[src/rtl/fme_satd_ctrl_pkg.sv]
// Shared types and constants for the FME SATD sequencing controller.
// Block-height helpers map the 2-bit height code to row and 4x4 counts.
package fme_satd_ctrl_pkg;

  localparam int SATD_BLK_BITS = 16;

  localparam logic [1:0] FME_BLK_H4  = 2'd0;
  localparam logic [1:0] FME_BLK_H8  = 2'd1;
  localparam logic [1:0] FME_BLK_H16 = 2'd2;

  typedef enum logic [2:0] {
    FME_SC_IDLE = 3'd0,
    FME_SC_FEED = 3'd1,
    FME_SC_WAIT = 3'd2,
    FME_SC_CLR  = 3'd3,
    FME_SC_DONE = 3'd4
  } fme_sc_state_e;

  // The reserved code 3 behaves as a 16-row block.
  function automatic logic [3:0] blk_h_last(input logic [1:0] h);
    case (h)
      FME_BLK_H4: return 4'd3;
      FME_BLK_H8: return 4'd7;
      default:    return 4'd15;
    endcase
  endfunction

  function automatic logic [2:0] blk_h_n4(input logic [1:0] h);
    case (h)
      FME_BLK_H4: return 3'd1;
      FME_BLK_H8: return 3'd2;
      default:    return 3'd4;
    endcase
  endfunction

endpackage

[src/rtl/fme_satd_best.sv]
// Tracks the minimum block SATD and its candidate index; updates on load_i.
// Single-cycle register update, no backpressure; ties keep the earlier index.
module fme_satd_best
  import fme_satd_ctrl_pkg::*;
#(
  parameter int CAND_W = 4
) (
  input  logic                     clk_i,
  input  logic                     rst_i,
  input  logic                     load_i,
  input  logic                     is_first_i,
  input  logic [SATD_BLK_BITS-1:0] cost_i,
  input  logic [CAND_W-1:0]        idx_i,
  output logic [SATD_BLK_BITS-1:0] best_satd_o,
  output logic [CAND_W-1:0]        best_idx_o
);

  logic [SATD_BLK_BITS-1:0] best_satd_q, best_satd_d;
  logic [CAND_W-1:0]        best_idx_q, best_idx_d;

  always_ff @(posedge clk_i) begin
    if (rst_i) begin
      best_satd_q <= '0;
      best_idx_q  <= '0;
    end else begin
      best_satd_q <= best_satd_d;
      best_idx_q  <= best_idx_d;
    end
  end

  always_comb begin
    best_satd_d = best_satd_q;
    best_idx_d  = best_idx_q;
    if (load_i && (is_first_i || (cost_i < best_satd_q))) begin
      best_satd_d = cost_i;
      best_idx_d  = idx_i;
    end
  end

  assign best_satd_o = best_satd_q;
  assign best_idx_o  = best_idx_q;

endmodule

[src/rtl/fme_satd_ctrl.sv]
// Sequences row strobes and block-end clears for the dual 4xN SATD datapath per candidate.
// Waits on the datapath's 4x4 pulses rather than a fixed latency; start_i ignored while busy.
module fme_satd_ctrl
  import fme_satd_ctrl_pkg::*;
#(
  parameter int CAND_NUM = 8,
  parameter int CAND_W   = 4
) (
  input  logic                     clk_i,
  input  logic                     rst_i,
  input  logic                     start_i,
  input  logic [1:0]               blk_h_i,
  output logic                     busy_o,
  output logic                     row_valid_o,
  output logic [3:0]               row_idx_o,
  output logic [CAND_W-1:0]        cand_idx_o,
  input  logic                     satd_4x4_valid_i,
  output logic                     satd_blk_valid_o,
  input  logic [SATD_BLK_BITS-2:0] hd0_satd_4xn_i,
  input  logic [SATD_BLK_BITS-2:0] hd1_satd_4xn_i,
  output logic [SATD_BLK_BITS-1:0] best_satd_o,
  output logic [CAND_W-1:0]        best_idx_o,
  output logic                     done_o
);

  localparam logic [CAND_W-1:0] CAND_LAST = CAND_W'(CAND_NUM - 1);

  fme_sc_state_e state_q, state_d;
  logic [1:0]        blk_h_q, blk_h_d;
  logic [3:0]        row_q, row_d;
  logic [2:0]        blk4_q, blk4_d;
  logic [CAND_W-1:0] cand_q, cand_d;

  logic [3:0]               h_last;
  logic [2:0]               n4;
  logic [SATD_BLK_BITS-1:0] cost;
  logic                     best_load;
  logic                     best_first;

  assign h_last = blk_h_last(blk_h_q);
  assign n4     = blk_h_n4(blk_h_q);
  assign cost   = SATD_BLK_BITS'(hd0_satd_4xn_i) + SATD_BLK_BITS'(hd1_satd_4xn_i);

  always_ff @(posedge clk_i) begin
    if (rst_i) begin
      state_q <= FME_SC_IDLE;
      blk_h_q <= '0;
      row_q   <= '0;
      blk4_q  <= '0;
      cand_q  <= '0;
    end else begin
      state_q <= state_d;
      blk_h_q <= blk_h_d;
      row_q   <= row_d;
      blk4_q  <= blk4_d;
      cand_q  <= cand_d;
    end
  end

  always_comb begin
    state_d = state_q;
    blk_h_d = blk_h_q;
    row_d   = row_q;
    blk4_d  = blk4_q;
    cand_d  = cand_q;

    // Saturate at H/4 so late or duplicate pulses cannot push past completion.
    if (((state_q == FME_SC_FEED) || (state_q == FME_SC_WAIT)) &&
        satd_4x4_valid_i && (blk4_q != n4)) begin
      blk4_d = blk4_q + 3'd1;
    end

    case (state_q)
      FME_SC_IDLE: begin
        if (start_i) begin
          state_d = FME_SC_FEED;
          blk_h_d = blk_h_i;
          row_d   = '0;
          blk4_d  = '0;
          cand_d  = '0;
        end
      end
      FME_SC_FEED: begin
        if (row_q == h_last) begin
          state_d = FME_SC_WAIT;
          row_d   = '0;
        end else begin
          row_d = row_q + 4'd1;
        end
      end
      FME_SC_WAIT: begin
        if (blk4_q == n4) state_d = FME_SC_CLR;
      end
      FME_SC_CLR: begin
        if (cand_q != CAND_LAST) begin
          state_d = FME_SC_FEED;
          cand_d  = cand_q + 1'b1;
          row_d   = '0;
          blk4_d  = '0;
        end else begin
          state_d = FME_SC_DONE;
        end
      end
      FME_SC_DONE: state_d = FME_SC_IDLE;
      default:     state_d = FME_SC_IDLE;
    endcase
  end

  always_comb begin
    busy_o           = (state_q != FME_SC_IDLE);
    row_valid_o      = (state_q == FME_SC_FEED);
    row_idx_o        = (state_q == FME_SC_FEED) ? row_q : 4'd0;
    satd_blk_valid_o = (state_q == FME_SC_CLR);
    done_o           = (state_q == FME_SC_DONE);
    best_load        = (state_q == FME_SC_CLR);
    best_first       = (cand_q == '0);
  end

  assign cand_idx_o = cand_q;

  fme_satd_best #(
    .CAND_W(CAND_W)
  ) u_best (
    .clk_i       (clk_i),
    .rst_i       (rst_i),
    .load_i      (best_load),
    .is_first_i  (best_first),
    .cost_i      (cost),
    .idx_i       (cand_q),
    .best_satd_o (best_satd_o),
    .best_idx_o  (best_idx_o)
  );

endmodule

[config.mk]
export PLATFORM = sky130hd
export DESIGN_NAME = fme_satd_ctrl
export DESIGN_NICKNAME = d
export VERILOG_FILES = /design/src/rtl/fme_satd_ctrl_pkg.sv /design/src/rtl/fme_satd_best.sv /design/src/rtl/fme_satd_ctrl.sv
export SDC_FILE = /design/constraint.sdc
export NUM_CORES = 1
export LEC_CHECK = 0
export CAP_MARGIN = 20
export CORE_UTILIZATION = 45
export DETAILED_ROUTE_END_ITERATION = 8
export PLACE_DENSITY_LB_ADDON = 0.3
export SETUP_SLACK_MARGIN = 0.05
export SYNTH_ARGS = -nofsm -noshare
export SYNTH_HDL_FRONTEND = slang
export SYNTH_SLANG_ARGS = --single-unit
[constraint.sdc]
create_clock -name clk_i -period 4.3 [get_ports clk_i]
set_clock_uncertainty 0.2 [all_clocks]
set_input_delay 0.43 -clock clk_i [delete_from_list [all_inputs] [get_ports clk_i]]
set_output_delay 0.43 -clock clk_i [all_outputs]
set_load 0.05 [all_outputs]
==> key figures <==
Run status
  – Status: completed

STA
  – Final-report setup violation count: 0
  – Part of the cycle the worst path needs: 0.931
  – Min Tclk post-route: 4000 ps
  – Max-slew violation count: 0
  – F_max: 250 MHz
  – Worst Tran Pin Value: 573 ps
  – Final WS setup: 299 ps
  – Unrepaired setup endpoints after global routing: no
  – Slew headroom: 0.617
  – Final hold vios: 0

Worst hold path
  – Type of the most critical hold path: flip-flop to flip-flop
  – Hold Startpoint: u_best.best_idx_o[0]$_SDFFE_PP0P_

Power
  – Pwr/cell area: 334 mW/mm^2
  – Psw: 471 uW
  – Clock share of power: 0.243
  – Leak: 0.00143 uW
  – Sequential Power Share: 0.322
  – Total power: 1230 uW
  – Switching Share: 0.383
  – Comb pwr share: 0.435
  – Worst vdd ir: 196 uV
  – Internal Dissipation: 760 uW

Place
  – Input/output buffers: 67
  – RD Place Congestion: 0.786
  – Pre-CTS setup slack: -79.4 ps
  – Post-DP HPWL: 5.05 mm

Floorplan
  – Row Count: 28
  – Starting Density: 0.467
  – Die W: 80.6 um
  – Core area: 0.00596 mm^2
  – IO Pins: 68
  – Die area: 0.00650 mm^2
  – Die height: 80.6 um

Clock tree
  – CTS tree: done
  – Later-pin clock latency in the skew report: 290 ps
  – CTS Buf Count: 5
  – Clock Sinks: 36
  – CTS H-tree lvls: 2
  – Cts repair resizes: 0
  – Max Buffers Root-to-Sink: 2
  – Post-CTS Setup Bufs: 0
  – Clk slew on worst S/H paths: 80 ps
  – Root Buffer: clkbuf_8
  – # hold bufs at CTS: 0

Global routing
  – Largest net degree at the start of global routing: 26
  – Antenna violations before repair: 0
  – Vias in the first global route: 2448
  – Total track usage: 0.206
  – First-pass GRT wire length: 10.5 mm
  – Total global routing overflow: 0

Critical path
  – CP max FO: 4
  – Critical-path cell list: clkdlybuf4s50_1, ha_1, inv_1, fa_1, nor2b_1, o211ai_1, nand2_2, a21oi_2, o21ai_1, xor2_1, ha_1, and4_1, nand2_2, or3_1, o21ba_1, and3_1, a311o_1
  – Critical path's slowest cell: clkdlybuf4s50_1
  – Setup Crit Path Kind: input port to flip-flop
  – R2R Path Start: cand_idx_o[0]$_SDFFE_PP0P_
  – CP max stage delay: 460 ps
  – Delay-heaviest family, CP: simple AND/OR/NAND/NOR gates
  – CP Capture Type: flip-flop
  – Setup crit start kind: input port
  – Critical path arrival: 3980 ps
  – Worst Path Required: 4280 ps
  – CP Buf/Inv Count: 2
  – Worst setup startpoint: hd0_satd_4xn_i[0]

Synth
  – Mapped Cells: 352
  – Seq cells post-synth: 36
  – Synthesized Nets: 423
  – Fraction of registers with async set/reset: 0
  – Mapped Area: 0.00278 mm^2
  – Post-synth EDFFs: 0
  – Warnings, synthesis: 0
  – Top_reg_cell synth: dfxtp_1
  – Sequential fraction of the synthesis area: 0.259
  – Cell variety after synth: 57
  – Mean Syn Cell Area: 7.91 um^2

Drt
  – Routed via count: 2690
  – DRC: 0
  – WL/cell: 13.0 um
  – ANT nets after route: 0
  – Vias per cell: 5.37
  – Initial DRC Count: 113
  – Initial DRT Pass Iterations: 4
  – Final wirelength: 6.53 mm

Cells and area
  – Area growth syn-to-layout: 32.4%
  – Nets: 496
  – Final core occ: 0.618
  – Ratio of cells with drive above 1 in the final layout: 0.0822
  – Diode count: 0
  – Commonest non-fill, non-tap cell in the layout: clkdlybuf4s50_1
  – Most frequent cells in the layout: 67 x clkdlybuf4s50_1, 43 x nand2_1, 36 x dfxtp_1

Job
  – # Max-Cap Violations: 0
-- through the flow --
step | setup TNS [ps] | cell area (um^2) | std cells | hold slack, ps
after CTS | 0 | 3670 | 501 | 271
after global routing | 0 | 3680 | 501 | 280
after global placement | 0 | 3560 | 493 | 259
final | 0 | 3680 | 501 | 269
after detailed placement | -438 | 3560 | 493 | 255
after floorplan | 0 | 2780 | 352 | 315
-- flip-flops by register name (all words and copies together) (netlist names) --
| register | count |
|---|---|
| blk4_q | 3 |
| blk_h_q | 2 |
| cand_idx_o | 4 |
| row_q | 4 |
| state_q | 3 |
| u_best.best_idx_o | 4 |
| u_best.best_satd_o | 16 |
-- final cells by class --
type,count,area (um^2)
Multi-Input combinational cell,272,1870
Clock inverter,3,42.5
Clock buffer,5,68.8
Timing Repair Buffer,80,772
Inverter,30,113
Sequential cell,36,721
Tap cell,75,93.8
Fill cell,578,2270
-- cells in the mapped netlist (all sizes together), types with 2 or more instances --
cell | instances | share of area
o21a | 3 | 0.0081
inv | 30 | 0.040
nor3b | 3 | 0.0081
a211oi | 7 | 0.021
a31oi | 3 | 0.0067
nand2b | 2 | 0.0045
or3 | 2 | 0.0063
nor2 | 27 | 0.039
and3 | 7 | 0.016
ha | 34 | 0.15
dfxtp | 36 | 0.26
o211ai | 5 | 0.013
o21bai | 4 | 0.011
nand3 | 5 | 0.0090
nand3b | 3 | 0.0081
nor3 | 15 | 0.027
o21ba | 2 | 0.0072
nand2 | 45 | 0.062
a21oi | 35 | 0.066
o21ai | 12 | 0.022
clkbuf | 4 | 0.0054
nand4 | 3 | 0.0067
nor2b | 3 | 0.0067
a41oi | 4 | 0.013
xor2 | 6 | 0.019
o22ai | 2 | 0.0045
xnor2 | 12 | 0.038
a2111oi | 2 | 0.0090
a21o | 4 | 0.011
buf | 10 | 0.024
mux2i | 6 | 0.022
-- worst register-to-register path, stage by stage (launching register included) --
cell	delay, ps
dfxtp_1	440
inv_1	70
ha_1	200
or3b_4	260
nand2_2	50
or3_1	410
o21ba_1	220
and3_1	170
a311o_1	310
-- power by group through the flow --
| stage | Combinational (uW) | Clock, uW | Sequential [uW] |
|---|---|---|---|
| after floorplan | 356 | 0 | 429 |
| after global placement | 521 | 0 | 403 |
| after detailed placement | 533 | 0 | 403 |
| after CTS | 536 | 305 | 396 |
| after global routing | 595 | 318 | 400 |
| final | 536 | 299 | 396 |
-- per-layer routing --
| metal | GRT usage | routed length (um) | up-vias |
|---|---|---|---|
| li1 | - | - | 1392 |
| met1 | 0.271 | 3170 | 1231 |
| met2 | 0.332 | 2990 | 59 |
| met3 | 0.0489 | 300 | 8 |
| met4 | 0.0571 | 70 | 0 |
| met5 | 0 | 0 | - |
-- cell families after synthesis --
family          synth area share
simple gates               0.214
compound gates             0.215
buf+inv                   0.0701
flops                      0.259
fa+ha+maj                  0.160
xor+xnor                  0.0567
mux                       0.0256
-- final timing paths --
kind              cells past startpoint                                   to  slack, ps
setup / recovery                     17  u_best.best_satd_o[12]$_SDFFE_PP0P_        300
hold / removal                        2    u_best.best_idx_o[0]$_SDFFE_PP0P_        270
setup reg to reg                      8  u_best.best_satd_o[12]$_SDFFE_PP0P_       1860
hold reg to reg                       2    u_best.best_idx_o[0]$_SDFFE_PP0P_        270
Note: power is estimated with default switching activity, not from simulation.
